===== config.mk =====
export PLATFORM = sky130hd
export DESIGN_NAME = period_detect
export DESIGN_NICKNAME = d
export VERILOG_FILES = /design/src/rtl/period_detect.sv
export SDC_FILE = /design/constraint.sdc
export NUM_CORES = 1
export LEC_CHECK = 0
export ABC_AREA = 1
export CORE_MARGIN = 3
export CORE_UTILIZATION = 67
export CTS_CLUSTER_DIAMETER = 40
export DETAILED_ROUTE_END_ITERATION = 8
export GPL_TIMING_DRIVEN = 0
export PLACE_DENSITY = 0.87
export SLEW_MARGIN = 20
export SYNTH_ARGS = -nofsm -noshare
export SYNTH_HDL_FRONTEND = slang
export SYNTH_SLANG_ARGS = --single-unit
export TNS_END_PERCENT = 20

===== constraint.sdc =====
create_clock -name clk -period 8.62 [get_ports clk]
set_input_delay 1.724 -clock clk [delete_from_list [all_inputs] [get_ports clk]]
set_output_delay 1.724 -clock clk [all_outputs]
set_load 0.005 [all_outputs]

===== src/rtl/period_detect.sv =====
// period_detect: measures the period of asynchronous clk_in in clk cycles and flags lock and loss of clk_in.
// Optional macro PERIOD_AVG_EN: report the truncated mean of the last four measurements instead of the raw one.
module period_detect #(
    parameter int unsigned WIDTH      = 16,
    parameter int unsigned TOL        = 1,
    parameter int unsigned LOCK_COUNT = 4
) (
    input  logic             clk,
    input  logic             rst,
    input  logic             pwrdwn,
    input  logic             clk_in,
    output logic [WIDTH-1:0] period,
    output logic             period_valid,
    output logic             lock,
    output logic             no_clk
);

    localparam logic [WIDTH-1:0] CNT_MAX  = '1;
    localparam logic [WIDTH-1:0] CNT_LAST = CNT_MAX - WIDTH'(1);
    localparam logic [WIDTH:0]   TOL_W    = (WIDTH+1)'(TOL);
    localparam logic [7:0]       LOCK_THR = 8'(LOCK_COUNT);

    typedef enum logic [1:0] {
        WAIT_EDGE,
        FIRST,
        TRACK,
        LOCKED
    } state_t;

    state_t           state_q, state_d;
    logic             s1_q, s1_d;
    logic             s2_q, s2_d;
    logic             s3_q, s3_d;
    logic [WIDTH-1:0] cnt_q, cnt_d;
    logic [WIDTH-1:0] prev_q, prev_d;
    logic [WIDTH-1:0] period_q, period_d;
    logic             period_valid_q, period_valid_d;
    logic             lock_q, lock_d;
    logic             no_clk_q, no_clk_d;
    logic [7:0]       stable_q, stable_d;

    logic             rise;
    logic             cnt_last;
    logic             in_tol;
    logic             win_full;
    logic             preload;
    logic             shift;
    logic [7:0]       stable_inc;
    logic [WIDTH:0]   meas;
    logic [WIDTH:0]   diff;
    logic [WIDTH-1:0] meas_w;
    logic [WIDTH-1:0] track_period;

    always_comb begin
        s1_d = clk_in;
        s2_d = s1_q;
        s3_d = s2_q;
        if (pwrdwn) begin
            s1_d = 1'b0;
            s2_d = 1'b0;
            s3_d = 1'b0;
        end
    end

    assign rise = s2_q & ~s3_q;

    always_comb begin
        cnt_d = cnt_q;
        if (pwrdwn || rise) begin
            cnt_d = '0;
        end else if (cnt_q != CNT_MAX) begin
            cnt_d = cnt_q + WIDTH'(1);
        end
    end

    // Difference is one bit wider than the counter so |m-prev| never wraps.
    assign meas       = {1'b0, cnt_q} + (WIDTH+1)'(1);
    assign meas_w     = meas[WIDTH-1:0];
    assign diff       = (meas >= {1'b0, prev_q}) ? (meas - {1'b0, prev_q})
                                                 : ({1'b0, prev_q} - meas);
    assign in_tol     = (diff <= TOL_W);
    assign cnt_last   = (cnt_q >= CNT_LAST);
    assign stable_inc = (stable_q == 8'hFF) ? stable_q : (stable_q + 8'd1);

    always_comb begin
        state_d        = state_q;
        prev_d         = prev_q;
        period_d       = period_q;
        period_valid_d = 1'b0;
        lock_d         = lock_q;
        no_clk_d       = no_clk_q;
        stable_d       = stable_q;
        preload        = 1'b0;
        shift          = 1'b0;
        unique case (state_q)
            WAIT_EDGE: begin
                if (rise) begin
                    state_d  = FIRST;
                    no_clk_d = 1'b0;
                end
            end
            default: begin
                if (rise && cnt_last) begin
                    // Too long to be a valid period: drop it, but this edge opens a fresh measurement.
                    state_d  = FIRST;
                    lock_d   = 1'b0;
                    period_d = '0;
                    stable_d = '0;
                end else if (rise) begin
                    period_valid_d = 1'b1;
                    prev_d         = meas_w;
                    if (state_q == FIRST) begin
                        state_d  = TRACK;
                        stable_d = '0;
                        preload  = 1'b1;
                        period_d = meas_w;
                    end else if (in_tol) begin
                        stable_d = stable_inc;
                        shift    = 1'b1;
                        period_d = track_period;
                        if ((stable_inc >= LOCK_THR) && win_full) begin
                            state_d = LOCKED;
                            lock_d  = 1'b1;
                        end
                    end else begin
                        state_d  = TRACK;
                        lock_d   = 1'b0;
                        stable_d = '0;
                        preload  = 1'b1;
                        period_d = meas_w;
                    end
                end else if (cnt_last) begin
                    state_d  = WAIT_EDGE;
                    lock_d   = 1'b0;
                    no_clk_d = 1'b1;
                    period_d = '0;
                    stable_d = '0;
                end
            end
        endcase
        if (pwrdwn) begin
            state_d        = WAIT_EDGE;
            prev_d         = '0;
            period_d       = '0;
            period_valid_d = 1'b0;
            lock_d         = 1'b0;
            no_clk_d       = 1'b0;
            stable_d       = '0;
            preload        = 1'b0;
            shift          = 1'b0;
        end
    end

    always_ff @(posedge clk or posedge rst) begin
        if (rst) begin
            state_q        <= WAIT_EDGE;
            s1_q           <= 1'b0;
            s2_q           <= 1'b0;
            s3_q           <= 1'b0;
            cnt_q          <= '0;
            prev_q         <= '0;
            period_q       <= '0;
            period_valid_q <= 1'b0;
            lock_q         <= 1'b0;
            no_clk_q       <= 1'b0;
            stable_q       <= '0;
        end else begin
            state_q        <= state_d;
            s1_q           <= s1_d;
            s2_q           <= s2_d;
            s3_q           <= s3_d;
            cnt_q          <= cnt_d;
            prev_q         <= prev_d;
            period_q       <= period_d;
            period_valid_q <= period_valid_d;
            lock_q         <= lock_d;
            no_clk_q       <= no_clk_d;
            stable_q       <= stable_d;
        end
    end

`ifdef PERIOD_AVG_EN
    logic [WIDTH-1:0] win_q [4];
    logic [WIDTH-1:0] win_d [4];
    logic [WIDTH+1:0] sum_q, sum_d;
    logic [WIDTH+1:0] sum_shift;
    logic [2:0]       win_cnt_q, win_cnt_d;

    assign sum_shift    = sum_q + {2'b00, meas_w} - {2'b00, win_q[3]};
    assign track_period = WIDTH'(sum_shift >> 2);
    // win_cnt counts shifts since preload; this shift makes it four.
    assign win_full     = (win_cnt_q >= 3'd3);

    always_comb begin
        win_d     = win_q;
        sum_d     = sum_q;
        win_cnt_d = win_cnt_q;
        if (pwrdwn) begin
            for (int unsigned i = 0; i < 4; i++) begin
                win_d[i] = '0;
            end
            sum_d     = '0;
            win_cnt_d = '0;
        end else if (preload) begin
            for (int unsigned i = 0; i < 4; i++) begin
                win_d[i] = meas_w;
            end
            sum_d     = {meas_w, 2'b00};
            win_cnt_d = '0;
        end else if (shift) begin
            win_d[0] = meas_w;
            for (int unsigned i = 1; i < 4; i++) begin
                win_d[i] = win_q[i-1];
            end
            sum_d = sum_shift;
            if (win_cnt_q != 3'd4) begin
                win_cnt_d = win_cnt_q + 3'd1;
            end
        end
    end

    always_ff @(posedge clk or posedge rst) begin
        if (rst) begin
            for (int unsigned i = 0; i < 4; i++) begin
                win_q[i] <= '0;
            end
            sum_q     <= '0;
            win_cnt_q <= '0;
        end else begin
            win_q     <= win_d;
            sum_q     <= sum_d;
            win_cnt_q <= win_cnt_d;
        end
    end
`else
    logic unused_avg;

    assign track_period = meas_w;
    assign win_full     = 1'b1;
    assign unused_avg   = preload ^ shift;
`endif

    assign period       = period_q;
    assign period_valid = period_valid_q;
    assign lock         = lock_q;
    assign no_clk       = no_clk_q;

endmodule


# After elaboration in Yosys (flattened, before gate mapping)
# Cells that the tools add are included.
# word_totals
output_inout_bits,19
elab_cells,94
reg_bits,64
# classes
addsub,5
eq_ne,11
n_mux,50
magnitude_cmp,4
reduce_logical,11
bitwise,2
# ops
operator,n
$mux 16,11
$mux 8,8
$mux 1,21
$mux 2,9
$add 16x1->17 const B,1
$ge 17x16->1,1
$le 17x1->1 const B,1
$mux 17,1
$sub 16x17->17,1
$sub 17x16->17,1
$add 16x1->16 const B,1
$ge 16x16->1 const B,1
$ne 16x16->1 const B,1
$add 8x1->8 const B,1
$eq 8x8->1 const B,1
$ge 8x3->1 const B,1
$reduce_and 4->1,2
$ne 7x3->1 const B,1
$ne 3x2->1 const B,2
$reduce_and 3->1,2
$ne 5x3->1 const B,1
$ne 2x2->1 const B,2
$ne 4x4->1 const B,1
$reduce_bool 2->1,2
9 further kinds,9

# Logic depth before layout (Yosys ltp)
# logic_depth
depth_word,10
mapped_depth,31
mapped_depth_nobuf,29

# Worst setup path after synthesis
# No wires, ideal clock.
# synth_path
kind,reg2reg
start,register cnt_q[0]
end,register state_q[0]
arrival_time_ns,3.557
path_buffers,1
path_stages_with_launch,28
required_time_ns,8.502
period_less_slack_ns,3.675
slack_ns,4.945
cell_sequence,dfrtp_1 inv_1 nor3_1 nand3_1 nor2_1 nand4_1 nor2_1 nand3_1 xor2_1 inv_1 ha_1 inv_1 nor2_1 nor2_1 nand3_4 nor2_8 nand2_4 buf_6 nand2_2 nand2_2 nor2_2 nand3_1 nor2_1 nand2_1 nor2_2 nand4_1 nand3_1 nand2_1
# synth_between
elab_chain_len,10
# synth_lines
element,line,source
from (decl),34,"logic [WIDTH-1:0] cnt_q, cnt_d;"
from (signal assigned),172,cnt_q <= cnt_d;
$add 16x1->17,77,"assign meas = {1'b0, cnt_q} + (WIDTH+1)'(1);"
"$sub 16x17->17, or another cell as far along",80,": ({1'b0, prev_q} - meas);"
$mux 17,79,"assign diff = (meas >= {1'b0, prev_q}) ? (meas - {1'b0, prev_q})"
$le 17x1->1,81,assign in_tol = (diff <= TOL_W);
$mux 2,117,end else if (in_tol) begin
$mux 2,112,if (state_q == FIRST) begin
$mux 2,109,end else if (rise) begin
$mux 2,103,if (rise && cnt_last) begin
$mux 2,95,unique case (state_q)
$mux 2,141,if (pwrdwn) begin
to (signal assigned),168,state_q <= state_d;
to (decl),30,"state_t state_q, state_d;"
# Several ways; a longest one is shown, not always the timed one.
# A chain may end at the register's enable or synchronous reset.

# Final worst setup path
# layout_path
start,register cnt_q[0]
end,register stable_q[5]
# layout_between
elab_chain_len,10
# layout_lines
element,line,source
$add 16x1->17,77,
"$sub 16x17->17, or another cell as far along",80,
$mux 17,79,
$le 17x1->1,81,
$mux 8,117,
$mux 8,112,
$mux 8,109,
$mux 8,103,
$mux 8,95,
$mux 8,141,
to (signal assigned),178,stable_q <= stable_d;
to (decl),40,"logic [7:0] stable_q, stable_d;"
# Several ways; a longest one is shown, not always the timed one. The select of a mux whose other input is x is not followed.

==> impl_metrics.ini <==
[cts]
cts_hold_buf = 0
cts_resized = 0
cts_buffers = 9
cts.sinks = 64
cts_tree = done
path_clk_slew_ps = 90
clock_latency_ps = 360
clockBufferDepth = 2
htree_levels = 3
postCtsSetupBuffers = 0
cts_root_buf = clkbuf_8

[routing]
post_drt_wl_per_cell_microns = 16.7
met1_length_mm = 6.74
first_pass_iters = 5
drcViolationCount = 0
final_antenna_net_count = 0
viasPerCell = 5.81
drtIter0Drc = 536
top_layer = met4
wl_met2_mm = 7.69
met3_length_mm = 1.36
wl_mm = 16.5
routed-via-count = 5757

[grt]
antenna_found_initial = 0
grt_max_degree = 47
track_usage_pct = 36.5
grt_pass1_vias = 5835
grt.overflow.total = 0
grt_pass1_wl_mm = 28.3

[timing]
max_slew.worst_pin.slew_ps = 910
max_freq_mhz = 204
setup_tns_ps = 0
skew_ps = 16.2
rsz0062_at_grt = no
slew_viol_final = 0
finalSetupViolations = 0
fin_crit_ps = 4890
hold_viol = 0
fin_crit_sh_pct = 56.8
maxSlewHeadroom_pct = 39.1

[pwr]
p_comb_share_pct = 29.3
switchingPower_mw = 0.323
swShare_pct = 35.4
intPower_mw = 0.588
clkPwrFrac_pct = 37.0
p_seq_share_pct = 33.8
p_per_area_nw_per_um2 = 146
p_leak_nw = 3.55
ir_drop_v = 0.0000999

[logic_synthesis]
async_flop_share_pct = 100
yosysSeqAreaShare_pct = 28.4
synth_seq_cells = 64
postSynthCellCount = 851
synth_edf_count = 0
syn_area_sq_um = 5640
synth_area_per_cell_sq_um = 6.62
yosysWarnings = 0
synthFlopType = dfrtp_1
netlist-cell-type-count = 39
synth_fp_nets = 892

[floorplan]
core_area_sq_um = 7930
start_util_pct = 71.1
die_w_microns = 97.7
die_h_microns = 97.7
dieArea_sq_um = 9550
io_pins = 23
rows = 32

[finish]
drive_gt1_share_pct = 8.55
fillers = 567
syn_to_final_growth_pct = 10.9
layout_common_cells = nand2_1 (244), inv_1 (159), dfrtp_1 (64)
diodes = 0
final_common_cell = nand2_1
nNetsFinal = 925
final_util_pct = 78.9

[worst_setup_path]
crit_required_ps = 8900
r2r_end = stable_q[5]$_DFFE_PP0P_
setup.worst_path.start = cnt_q[0]$_DFFE_PP0P_
reg2reg_depth = 25
crit_end = stable_q[5]$_DFFE_PP0P_
cp-start-kind = register
cp_max_fo = 10
path_class = reg -> reg
cp.arrival_ps = 5170
cp-end-kind = register
timing.rr.start = cnt_q[0]$_DFFE_PP0P_
rrSetupSlack_ps = 3730

[worst_hold_path]
min_path_type = reg -> reg

[place]
dp_hpwl_mm = 12.7
portBuffers = 21
place_congestion = 0.994

[run_status]
status = complete, no violations

[job]
cap_violations = 0
-- layer usage --
layer | vias up | track usage (%)
met3 | 73 | 6.25
met1 | 2649 | 46.9
met4 | 0 | 18.5
met5 | - | 0
li1 | 2730 | -
met2 | 305 | 59.3
-- power by group through the flow --
stage | Combinational, mW | Clock, mW | Sequential, mW
after global placement | 0.249 | 0 | 0.313
after floorplan | 0.201 | 0 | 0.312
after CTS | 0.261 | 0.337 | 0.307
after detailed placement | 0.259 | 0 | 0.313
final | 0.267 | 0.337 | 0.307
after global routing | 0.301 | 0.348 | 0.308
-- sequential cells by signal, indices dropped and copies added (netlist names) --
signal and cells:
cnt_q 16, period 16, prev_q 16, stable_q 8, state_q 2, lock 1, no_clk 1, period_valid 1
s1_q 1, s2_q 1, s3_q 1
-- final cells by class --
class	instances	area, sq um	share of cell area (%)
Buffer	18	135	2.16
Clock buffer	9	124	1.98
Clock inverter	7	125	2.00
Inverter	163	614	9.82
Multi-Input combinational cell	606	3290	52.6
Sequential cell	64	1600	25.6
Tap cell	102	128	2.04
Timing Repair Buffer	22	238	3.80
-- metrics by stage --
| stage | std cells | worst slack [ps] | hold WS (ps) | area [sq um] | power (mW) |
|---|---|---|---|---|---|
| floorplan | 851 | 4950 | 434 | 5640 | 0.513 |
| global placement | 974 | 4190 | 440 | 5970 | 0.562 |
| detailed placement | 975 | 3940 | 461 | 6000 | 0.573 |
| CTS | 991 | 3910 | 488 | 6250 | 0.905 |
| global route | 991 | 3270 | 508 | 6250 | 0.957 |
| finish | 991 | 3730 | 485 | 6250 | 0.911 |
-- logic make-up (layout without fill, tap and decap cells) --
| family | count (synthesis) | count (layout) | synth area share [%] |
|---|---|---|---|
| simple gates | 426 | 426 | 33.8 |
| buf+inv | 181 | 219 | 13.3 |
| compound gates | 115 | 115 | 11.7 |
| flops | 64 | 64 | 28.4 |
| fa+ha+maj | 37 | 37 | 8.48 |
| xor+xnor | 27 | 27 | 4.20 |
| mux | 1 | 1 | 0.178 |
-- worst min-delay path by stage --
stage                     depth (start not counted)  slack, ps      startpoint              to
after global placement                            2        440  s1_q$_DFF_PP0_  s2_q$_DFF_PP0_
after detailed placement                          2        460  s1_q$_DFF_PP0_  s2_q$_DFF_PP0_
after global routing                              2        510  s1_q$_DFF_PP0_  s2_q$_DFF_PP0_
after floorplan                                   2        430  s1_q$_DFF_PP0_  s2_q$_DFF_PP0_
after CTS                                         2        490  s1_q$_DFF_PP0_  s2_q$_DFF_PP0_
final                                             2        490  s2_q$_DFF_PP0_  s3_q$_DFF_PP0_
-- synthesized netlist by cell type, drive strengths merged, types with 6 or more instances --
master / instances / area [sq um]
nand2: 259 / 1020
inv: 163 / 612
nor2: 74 / 343
nand3: 66 / 360
dfrtp: 64 / 1600
o21ai: 64 / 320
ha: 35 / 438
a21oi: 34 / 185
xor2: 24 / 210
nand4: 15 / 93.8
buf: 12 / 113
o22ai: 10 / 100
clkbuf: 6 / 22.5
-- worst max-delay path: stages (launching register included) --
cell and delay, ps:
dfrtp_1 430, inv_1 150, nor3_1 350, nand3_1 170, nor2_1 260, nand4_1 220
nor2_1 260, nand3_1 120, xor2_1 270, inv_1 120, ha_1 440, nand2_1 120
inv_1 60, nand2_1 110, nor2_2 220, nand3_4 160, nand2_4 140, buf_6 160
nand2_1 70, a21oi_2 160, nand2_1 100, nor2_1 190, nand3_1 190, inv_2 130
nand2_4 90, o22ai_2 100
Note: power is estimated with default switching activity, not from simulation.
